File: config.mk
export PLATFORM = sky130hd
export DESIGN_NAME = counter_bank_flat
export DESIGN_NICKNAME = d
export VERILOG_FILES = /design/src/rtl/counter_bank_if.sv /design/src/rtl/counter_bank.sv /design/src/flat_wrapper.sv
export SDC_FILE = /design/constraint.sdc
export NUM_CORES = 1
export LEC_CHECK = 0
export CAP_MARGIN = 20
export CELL_PAD_IN_SITES_DETAIL_PLACEMENT = 0
export CELL_PAD_IN_SITES_GLOBAL_PLACEMENT = 2
export CORE_AREA = 2 2 134 84
export CTS_CLUSTER_DIAMETER = 80
export DETAILED_ROUTE_END_ITERATION = 8
export DIE_AREA = 0 0 136 86
export PLACE_DENSITY_LB_ADDON = 0.1
export SLEW_MARGIN = 10
export SYNTH_ARGS = -nofsm -noshare
export SYNTH_HDL_FRONTEND = slang
export SYNTH_SLANG_ARGS = --single-unit
export TNS_END_PERCENT = 50
File: constraint.sdc
create_clock -name clk -period 4.7 [get_ports clk]
set_input_delay 1.175 -clock clk [delete_from_list [all_inputs] [get_ports clk]]
set_output_delay 1.175 -clock clk [all_outputs]
set_load 0.01 [all_outputs]
File: src/rtl/counter_bank_if.sv
// Command, read-port and status bundle for counter_bank.
// The master drives commands and rd_ch; the slave returns read data and flags.
interface counter_bank_if #(
  parameter int unsigned DATA_SIZE = 11,
  parameter int unsigned CHANNELS  = 4,
  parameter int unsigned CH_W      = 2
);
  logic [CH_W-1:0]      ch;
  logic                 load;
  logic                 inc;
  logic                 dec;
  logic [DATA_SIZE-1:0] in;
  logic [DATA_SIZE-1:0] step;
  logic                 clr_flags;
  logic [CH_W-1:0]      rd_ch;
  logic [DATA_SIZE-1:0] rd_data;
  logic [CHANNELS-1:0]  ovf;
  logic [CHANNELS-1:0]  unf;
  logic [CHANNELS-1:0]  zero;

  modport master (
    output ch, load, inc, dec, in, step, clr_flags, rd_ch,
    input  rd_data, ovf, unf, zero
  );

  modport slave (
    input  ch, load, inc, dec, in, step, clr_flags, rd_ch,
    output rd_data, ovf, unf, zero
  );
endinterface

File: src/rtl/counter_bank.sv
// Bank of independent up/down counters with sticky over/underflow flags,
// a registered read port and per-channel combinational zero detect.
module counter_bank #(
  parameter int unsigned DATA_SIZE = 11,
  parameter int unsigned CHANNELS  = 4,
  parameter int unsigned SATURATE  = 0
) (
  input  logic          clk,
  input  logic          rst,
  counter_bank_if.slave bus
);
  localparam int unsigned CH_W  = (CHANNELS > 1) ? $clog2(CHANNELS) : 1;
  localparam int unsigned SUM_W = DATA_SIZE + 1;

  typedef logic [DATA_SIZE-1:0] word_t;

  word_t               cnt_q [CHANNELS];
  word_t               cnt_d [CHANNELS];
  logic [CHANNELS-1:0] ovf_q, ovf_d;
  logic [CHANNELS-1:0] unf_q, unf_d;
  word_t               rd_data_q, rd_data_d;

  word_t               cur_c;
  logic [SUM_W-1:0]    sum_c;
  word_t               diff_c;
  logic                borrow_c;

  // Select the addressed counter and the read-port counter; unmatched selects yield 0.
  always_comb begin
    cur_c     = '0;
    rd_data_d = '0;
    for (int i = 0; i < int'(CHANNELS); i++) begin
      if (bus.ch == CH_W'(i))    cur_c     = cnt_q[i];
      if (bus.rd_ch == CH_W'(i)) rd_data_d = cnt_q[i];
    end
  end

  assign sum_c    = {1'b0, cur_c} + {1'b0, bus.step};
  assign diff_c   = cur_c - bus.step;
  assign borrow_c = bus.step > cur_c;

  // Next counter/flag state; a fresh flag set overrides clr_flags in the same cycle.
  always_comb begin
    cnt_d = cnt_q;
    ovf_d = bus.clr_flags ? '0 : ovf_q;
    unf_d = bus.clr_flags ? '0 : unf_q;
    for (int i = 0; i < int'(CHANNELS); i++) begin
      if (bus.ch == CH_W'(i)) begin
        if (bus.load) begin
          cnt_d[i] = bus.in;
        end else if (bus.inc) begin
          if (sum_c[DATA_SIZE]) begin
            ovf_d[i] = 1'b1;
            cnt_d[i] = (SATURATE != 0) ? '1 : sum_c[DATA_SIZE-1:0];
          end else begin
            cnt_d[i] = sum_c[DATA_SIZE-1:0];
          end
        end else if (bus.dec) begin
          if (borrow_c) begin
            unf_d[i] = 1'b1;
            cnt_d[i] = (SATURATE != 0) ? '0 : diff_c;
          end else begin
            cnt_d[i] = diff_c;
          end
        end
      end
    end
  end

  always_ff @(posedge clk or posedge rst) begin
    if (rst) begin
      for (int i = 0; i < int'(CHANNELS); i++) cnt_q[i] <= '0;
      ovf_q     <= '0;
      unf_q     <= '0;
      rd_data_q <= '0;
    end else begin
      cnt_q     <= cnt_d;
      ovf_q     <= ovf_d;
      unf_q     <= unf_d;
      rd_data_q <= rd_data_d;
    end
  end

  always_comb begin
    bus.zero = '0;
    for (int i = 0; i < int'(CHANNELS); i++) bus.zero[i] = (cnt_q[i] == '0);
  end

  assign bus.rd_data = rd_data_q;
  assign bus.ovf     = ovf_q;
  assign bus.unf     = unf_q;
endmodule

File: src/flat_wrapper.sv
// flat-port wrapper written by rule: the top's interface ports become plain ports
module counter_bank_flat 
#(
  parameter int unsigned DATA_SIZE = 11,
  parameter int unsigned CHANNELS  = 4,
  parameter int unsigned SATURATE  = 0
)
  (clk, rst, bus_ch, bus_load, bus_inc, bus_dec, bus_in, bus_step, bus_clr_flags, bus_rd_ch, bus_rd_data, bus_ovf, bus_unf, bus_zero);
  counter_bank_if #(.DATA_SIZE(DATA_SIZE), .CHANNELS(CHANNELS), .CH_W(2)) bus_i ();
  input  logic clk;
  input  logic rst;
  input wire logic [$bits(bus_i.ch)-1:0] bus_ch;
  input wire logic [$bits(bus_i.load)-1:0] bus_load;
  input wire logic [$bits(bus_i.inc)-1:0] bus_inc;
  input wire logic [$bits(bus_i.dec)-1:0] bus_dec;
  input wire logic [$bits(bus_i.in)-1:0] bus_in;
  input wire logic [$bits(bus_i.step)-1:0] bus_step;
  input wire logic [$bits(bus_i.clr_flags)-1:0] bus_clr_flags;
  input wire logic [$bits(bus_i.rd_ch)-1:0] bus_rd_ch;
  output wire logic [$bits(bus_i.rd_data)-1:0] bus_rd_data;
  output wire logic [$bits(bus_i.ovf)-1:0] bus_ovf;
  output wire logic [$bits(bus_i.unf)-1:0] bus_unf;
  output wire logic [$bits(bus_i.zero)-1:0] bus_zero;
  assign bus_i.ch = bus_ch;
  assign bus_i.load = bus_load;
  assign bus_i.inc = bus_inc;
  assign bus_i.dec = bus_dec;
  assign bus_i.in = bus_in;
  assign bus_i.step = bus_step;
  assign bus_i.clr_flags = bus_clr_flags;
  assign bus_i.rd_ch = bus_rd_ch;
  assign bus_rd_data = bus_i.rd_data;
  assign bus_ovf = bus_i.ovf;
  assign bus_unf = bus_i.unf;
  assign bus_zero = bus_i.zero;
  counter_bank #(.DATA_SIZE(DATA_SIZE), .CHANNELS(CHANNELS), .SATURATE(SATURATE)) u_core (.clk(clk), .rst(rst), .bus(bus_i));
endmodule
## Yosys cells after proc, flatten, opt, wreduce, memory -nomap -nowiden

Cells that the tools add are included.

| storage, ports and cells | value |
|---|---|
| bits in registers | 63 |
| output and inout port bits | 23 |
| input port bits | 32 |

| cells by class | value |
|---|---|
| add/subtract/negate cells | 2 |
| $lt $le $gt $ge | 1 |
| muxes and demuxes | 49 |
| equal/unequal tests | 6 |
| reduce and logical (&&, ||, !) cells | 11 |

Operators by type and width:

| kind | count |
|---|---|
| $mux W11 | 11 |
| $logic_not A11 Y1 | 4 |
| $mux W1 | 36 |
| $add A11 B11 Y12 | 1 |
| $gt A11 B11 Y1 | 1 |
| $sub A11 B11 Y11 | 1 |
| $eq A2 B2 Y1 const B | 4 |
| $mux W4 | 2 |
| $reduce_and A2 Y1 | 4 |
| $eq A2 B1 Y1 const B | 2 |
| $logic_not A2 Y1 | 2 |
| $reduce_bool A3 Y1 | 1 |

## Depth between registers and ports, before layout

Gate-level depths: netlist of run 1.

| depth | value |
|---|---|
| depth in word-level cells | 11 |
| gate-level depth with buffers | 14 |
| mapped depth without buffers | 12 |

## Worst setup path before layout of run 1

No wires, ideal clock.

| timing path | value |
|---|---|
| path type | input -> register |
| start point | in bus_ch[0] |
| end point | reg u_core.cnt_q[20] in the netlist's numbering |
| library setup time | 0.065 ns |
| path slack | 0.432 ns |
| cell stages on the path | 11 |
| data required time | 4.635 ns |
| arrival | 4.203 ns |
| cell sequence | clkbuf_1 clkbuf_1 mux4_2 ha_1 nand2b_1 o21ai_1 or2_1 a221oi_2 mux2_1 a211oi_2 mux2_2 |

| between the ends | value |
|---|---|
| cells in the longest elaborated chain, start to end | 9 |
| elaborated cells on any way between the ends | 14 |

RTL lines:

| item | RTL line | RTL |
|---|---|---|
| start, declared | flat_wrapper.sv:12 | `input wire logic [$bits(bus_i.ch)-1:0] bus_ch;` |
| $logic_not A2 Y1 | counter_bank.sv:33 | `if (bus.ch == CH_W'(i)) cur_c = cnt_q[i];` |
| $mux W11 (4 in series) | counter_bank.sv:33 |  |
| $sub A11 B11 Y11 | counter_bank.sv:39 | `assign diff_c = cur_c - bus.step;` |
| $mux W11 | counter_bank.sv:58 | `end else if (bus.dec) begin` |
| $mux W11 | counter_bank.sv:51 | `end else if (bus.inc) begin` |
| $mux W11 | counter_bank.sv:49 | `if (bus.load) begin` |
| end signal, assigned | counter_bank.sv:77 | `cnt_q <= cnt_d;` |
| end, declared | counter_bank.sv:17 | `word_t cnt_q [CHANNELS];` |

Parallel ways exist; a longest one is shown, timed or not. The select of a mux whose other input is x is not followed.
A chain may end at the register's enable or synchronous reset.

## Worst setup path in the final report of run 1

| timing path | value |
|---|---|
| start point | in bus_ch[0] |
| end point | reg u_core.cnt_q[39] in the netlist's numbering |

| between the ends | value |
|---|---|
| cells in the longest elaborated chain, start to end | 9 |
| elaborated cells on any way between the ends | 14 |

RTL lines:

| item | RTL line |
|---|---|
| $logic_not A2 Y1 | counter_bank.sv:33, counter_bank.sv:48 |
| $mux W11 (4 in series) | counter_bank.sv:33 |
| $sub A11 B11 Y11 | counter_bank.sv:39 |
| $mux W11 | counter_bank.sv:58 |
| $mux W11 | counter_bank.sv:51 |
| $mux W11 | counter_bank.sv:49 |

Parallel ways exist; a longest one is shown, timed or not. The select of a mux whose other input is x is not followed.

==> impl_metrics.yaml, run 1 <==
outcome:
  status: "finished clean"
timing:
  hold_ws_ps: 524.5
  finClkSkew_ps: 7.685
  setup_violations: 0
  fin_crit_sh_pct: 95.83
  fin_crit_ps: 4504
  slew_headroom_pct: 38.37
  rsz0062_at_grt: "no"
  maxSlewViolCount: 0
  setup_ws_ps: 195.8
  hold_viol: 0
  fmax_ghz: 0.2220
  worstMarginPinSlew_ps: 923.1
worst_setup_path:
  crit_path_start_kind: "input pin"
  worstPathMaxFanout: 6
  crit_arrival_ps: 4680
  cp.required_ps: 4880
  criticalPathCategory: "in -> reg"
  end_kind: "flop"
place:
  dp_worst_setup_slack_ps: -47.84
  gp_congestion: 0.8029
  place_area_um2: 4657
  placed_cells: 567
  hpwl_um: 8723
  port_buffers: 54
logic_synthesis:
  syn_area_um2: 3904
  synth_top_area_cell: "dfrtp_1"
  yosys_warnings: 0
  synth_ff_type: "dfrtp_1"
  synth_common_cells: "63 x dfrtp_1, 50 x nand2_1, 35 x o21ai_0"
  ys_top_cells_by_area: "dfrtp_1 40%, mux4_2 13%, ha_1 7.4%"
  synth_top_area_share_pct: 40.38
  ys_seq_elements: 63
  syn_avg_cell_area_um2: 10.27
  synth-seq-area-share_pct: 40.38
  synth_edf_count: 0
  synth.most_common_cell: "dfrtp_1"
  syn_inst: 380
  ys_types: 50
  synth_nets: 437
  async_reset_ff_share_pct: 100.0
pwr:
  p_leak_nw: 2.115
  p_per_area_nw_per_um2: 504.4
  vdd_drop_max_v: 0.0002661
  fin_total_pwr_mw: 2.480
cts:
  cts_setup_buffers: 0
  clockRootBuffer: "clkbuf_16"
  hold_buffers: 0
  htreeDepth: 3
  path_clk_slew_ps: 50
  cts_buffer_depth: 2
  tritoncts: "yes"
  cts_buffers: 9
  clk_latency_ps: 330
  cts.sinks: 63
  cts_resized: 0
die:
  die_width_um: 136
  die_area_um2: 11700
  core-area_um2: 10380
  ios: 55
  die_y_um: 86
  start_util_pct: 37.62
  rows: 29
routing:
  met2_length_um: 4456
  top_layer: "met4"
  ant_nets: 0
  first_pass_iters: 5
  drc: 0
  routed_wl_um: 11390
  viasPerCell: 5.443
  routedWlPerCell_um: 19.57
  vias: 3168
  drt_iter0_drc: 206
  dr_wl_met3_um: 847
  m1WireLength_um: 6027
finish:
  final_cell_count_no_fill: 582
  nNetsFinal: 496
  syn_to_final_growth_pct: 25.93
  stdcell_area_um2: 4916
  drive_gt1_share_pct: 12.19
  fill_cells: 996
  n_antenna_cell: 0
global_routing:
  overflow: 0
  grt_pass1_vias: 3023
  antenna_found_initial: 0
  grt_pass1_wl_um: 17640
  grt_max_degree: 44
  grt_util_all_layers_pct: 20.60
job:
  cap_violations: 0
min_path:
  hold_class: "reg -> reg"
## sequential cells by signal, summed over array words and instances (netlist names)
signal / flops
u_core.bus.rd_data: 11
u_core.bus.unf: 4
u_core.cnt_q: 44
u_core.bus.ovf: 4
## report_power, final
part	internal, mW	total (mW)	switching, mW
clock network	0.368	0.590	0.223
logic	0.493	1.01	0.521
registers	0.706	0.875	0.169
total	1.57	2.48	0.913
## area by class of cell
| type | instances | area [um^2] | area share [%] |
|---|---|---|---|
| clock inverters | 1 | 5.005 | 0.1018 |
| clock buffers | 14 | 254.0 | 5.167 |
| multi-input cells | 266 | 2136 | 43.45 |
| repair buffers | 67 | 650.6 | 13.23 |
| well taps | 139 | 173.9 | 3.538 |
| flip-flops and latches | 63 | 1577 | 32.07 |
| inverters | 32 | 120.1 | 2.443 |
## routing by layer
metal | vias to the layer above | global-route usage (%)
met3 | 7 | 6.147
met2 | 98 | 26.08
li1 | 1501 | -
met5 | - | 0
met1 | 1562 | 33.47
met4 | 0 | 4.640
## critical path, cell delays in order
cell and delay, ps:
clkdlybuf4s50_1 690, mux4_2 590, ha_1 230, fa_1 370, nor2b_1 160, o21a_1 190, o41a_1 310, o22a_1 190
xnor2_1 120, mux2i_1 370, buf_4 220, o21ai_1 70
## kinds of logic (layout without fill, tap and decap cells)
group                    Yosys count  after routing  synth area share, %
AO/OA/AOI/OAI                     95             95                15.77
XOR/XNOR                           8              8                1.795
multiplexers                      36             36                16.44
buffers and inverters             51            114                4.904
AND/OR/NAND/NOR                  102            102                12.31
flip-flops                        63             63                40.38
adder cells (fa/ha/maj)           25             25                8.398
## per-stage QoR
stage | TNS, ps | utilization [%]
after floorplan | 0 | -
after global placement | -686.2 | 44.88
after detailed placement | -519.8 | 44.88
after CTS | 0 | 47.37
after global routing | 0 | 47.37
final | 0 | 47.37
## path summary, 6_finish.rpt
check	end	cells past startpoint	slack, ps	startpoint
min	u_core.bus.unf[1]	2	520	u_core.bus.unf[1]
min in group asynchronous	u_core.cnt_q[24]	2	1370	rst
max in group asynchronous	u_core.bus.rd_data[0]	3	2490	rst
max reg2reg	u_core.cnt_q[39]	11	1400	u_core.cnt_q[11]
max	u_core.cnt_q[39]	12	200	bus_ch[0]
min reg2reg	u_core.bus.unf[1]	2	520	u_core.bus.unf[1]
## cell usage in the layout (no fill, tap or decap), drive strengths merged, types with 2 or more instances in the layout
master / instances
mux4: 22
clkdlybuf4s50: 54
o2111a: 2
fa: 2
a211oi: 2
or3: 2
a21oi: 11
mux2: 5
a221oi: 2
o31ai: 6
o21ai: 44
o21bai: 3
mux2i: 9
inv: 32
nor4: 13
nor2: 12
o22ai: 6
dfrtp: 63
o21a: 3
buf: 13
ha: 23
nand2: 50
nand2b: 7
o32ai: 2
or2: 2
clkbuf: 14
nor3: 7
a31oi: 2
nor2b: 6
xnor2: 7
(Power assumes the default switching activity.)
==> run 2: changes to the inputs <==
--- a/config.mk
+++ b/config.mk
@@ -5,6 +5,7 @@
 export SDC_FILE = /design/constraint.sdc
 export NUM_CORES = 1
 export LEC_CHECK = 0
+export ABC_CLOCK_PERIOD_IN_PS = 4700
 export CAP_MARGIN = 20
 export CELL_PAD_IN_SITES_DETAIL_PLACEMENT = 0
 export CELL_PAD_IN_SITES_GLOBAL_PLACEMENT = 2
@@ -12,7 +13,7 @@
 export CTS_CLUSTER_DIAMETER = 80
 export DETAILED_ROUTE_END_ITERATION = 8
 export DIE_AREA = 0 0 136 86
-export PLACE_DENSITY_LB_ADDON = 0.1
+export PLACE_DENSITY = 0.88
 export SLEW_MARGIN = 10
 export SYNTH_ARGS = -nofsm -noshare
 export SYNTH_HDL_FRONTEND = slang
==> impl_metrics.yaml, run 2 (synthesized netlist as in run 1, its figures left out) <==
min_path:
  hold_class: "reg -> reg"
  whs_path_depth: 2
  min-delay-start: "u_core.bus.unf[1]"
  hold_end: "u_core.bus.unf[1]"
pwr:
  vdd_drop_max_v: 0.0002826
  p_comb_share_pct: 38.5
  p_per_area_nw_per_um2: 521.0
  p_switching_mw: 0.9098
  swShare_pct: 35.07
  p_leak_nw: 2.143
  internal-power_mw: 1.685
  p_clk_share_pct: 27.8
  p_seq_share_pct: 33.7
die:
  core-area_um2: 10380
  die_y_um: 86
  die_width_um: 136
  rows: 29
  ios: 55
  die_area_um2: 11700
  start_util_pct: 37.62
cts:
  path_clk_slew_ps: 50
  cts_buffer_depth: 2
  cts.sinks: 63
  cts_buffers: 9
  cts_setup_buffers: 0
  clockRootBuffer: "clkbuf_16"
  cts_resized: 0
  hold_buffers: 0
  htreeDepth: 3
  tritoncts: "yes"
  clk_latency_ps: 330
place:
  placed_cells: 565
  hpwl_um: 8203
  port_buffers: 54
  gp_congestion: 0.8584
timing:
  finClkSkew_ps: 5.465
  hold_viol: 0
  slew_headroom_pct: 43.80
  fin_crit_ps: 4286
  hold_ws_ps: 528.3
  rsz0062_at_grt: "no"
  maxSlewViolCount: 0
  fin_crit_sh_pct: 91.19
  setup_violations: 0
  fmax_ghz: 0.2333
  worstMarginPinSlew_ps: 841.7
  tns_ps: 0
routing:
  drc: 0
  ant_nets: 0
  routedWlPerCell_um: 18.55
  drt_iter0_drc: 262
  viasPerCell: 5.496
  routed_wl_um: 10780
  vias: 3193
  first_pass_iters: 5
finish:
  final_cell_count_no_fill: 581
  final_cell_mix: "63 x dfrtp_1, 54 x clkdlybuf4s50_1, 50 x nand2_1"
  syn_to_final_growth_pct: 27.56
  largest_register_ffs: 44
  n_antenna_cell: 0
  drive_gt1_share_pct: 12.44
  regMostFlops: "u_core.cnt_q"
  layout_commonest_cell: "dfrtp_1"
  nNetsFinal: 494
global_routing:
  overflow: 0
  grt_max_degree: 41
  grt_pass1_wl_um: 17620
  grt_util_all_layers_pct: 19.98
  grt_pass1_vias: 3147
  antenna_found_initial: 0
worst_setup_path:
  ff2ff_setup_slack_ps: 1540
  criticalPathCategory: "in -> reg"
  cp.required_ps: 4880
  end_kind: "flop"
  reg2reg_to: "u_core.cnt_q[20]"
  r2r_cells: 9
  crit_arrival_ps: 4460
  worstPathMaxFanout: 8
  reg2reg_from: "u_core.cnt_q[1]"
  crit_path_start_kind: "input pin"
job:
  cap_violations: 0
outcome:
  status: "finished clean"
## run 2: worst max-delay path by stage
stage,from,to,slack [ps],cells after the start
after floorplan,bus_ch[0],u_core.cnt_q[20],430,11
after global placement,bus_ch[0],u_core.cnt_q[8],190,14
after detailed placement,bus_ch[0],u_core.cnt_q[10],60,12
after CTS,bus_ch[0],u_core.cnt_q[10],420,12
after global routing,bus_ch[0],u_core.cnt_q[8],200,12
final,bus_ch[0],u_core.cnt_q[10],410,12
## run 2: critical path, stage by stage
cell             delay, ps
clkdlybuf4s50_1        520
buf_12                 150
mux4_2                 530
ha_1                   240
fa_1                   380
nor2b_1                150
o21a_1                 190
o41ai_1                340
o2bb2ai_1              140
o21a_1                 210
nor3_2                 290
o31ai_1                130
## run 2: through the flow
stage	power [mW]	utilization (%)	setup WS, ps	instance area (um^2)
6_report	2.595	47.99	413.9	4980
5_1_grt	2.765	47.99	195.1	4980
4_1_cts	2.594	47.99	417.2	4980
3_5_place_dp	1.864	44.85	64.52	4654
3_3_place_gp	1.856	44.85	186.6	4654
2_1_floorplan	1.483	-	432.0	3904
## run 2: layout make-up
cell class | count | area (um^2)
repair buffers | 65 | 648.1
well taps | 139 | 173.9
clock inverters | 3 | 65.06
flip-flops and latches | 63 | 1577
inverters | 32 | 120.1
multi-input cells | 266 | 2136
fillers | 981 | 5398
clock buffers | 13 | 260.3
## run 2: routing by layer
layer  track usage (%)  routed length [um]  vias to the layer above
li1                  -                   -                     1486
met1             31.83                5552                     1570
met2             26.68                4281                      126
met3             5.142                 852                       11
met4             4.545                  92                        0
met5                 0                   0                        -
## run 2: power by group through the flow
stage               sequential [mW]  combinational (mW)  clock, mW
CTS                           0.869               0.996      0.730
floorplan                     0.830               0.652          0
global placement              0.870               0.986          0
global route                  0.899                1.11      0.756
detailed placement            0.876               0.989          0
finish                        0.875               0.999      0.720
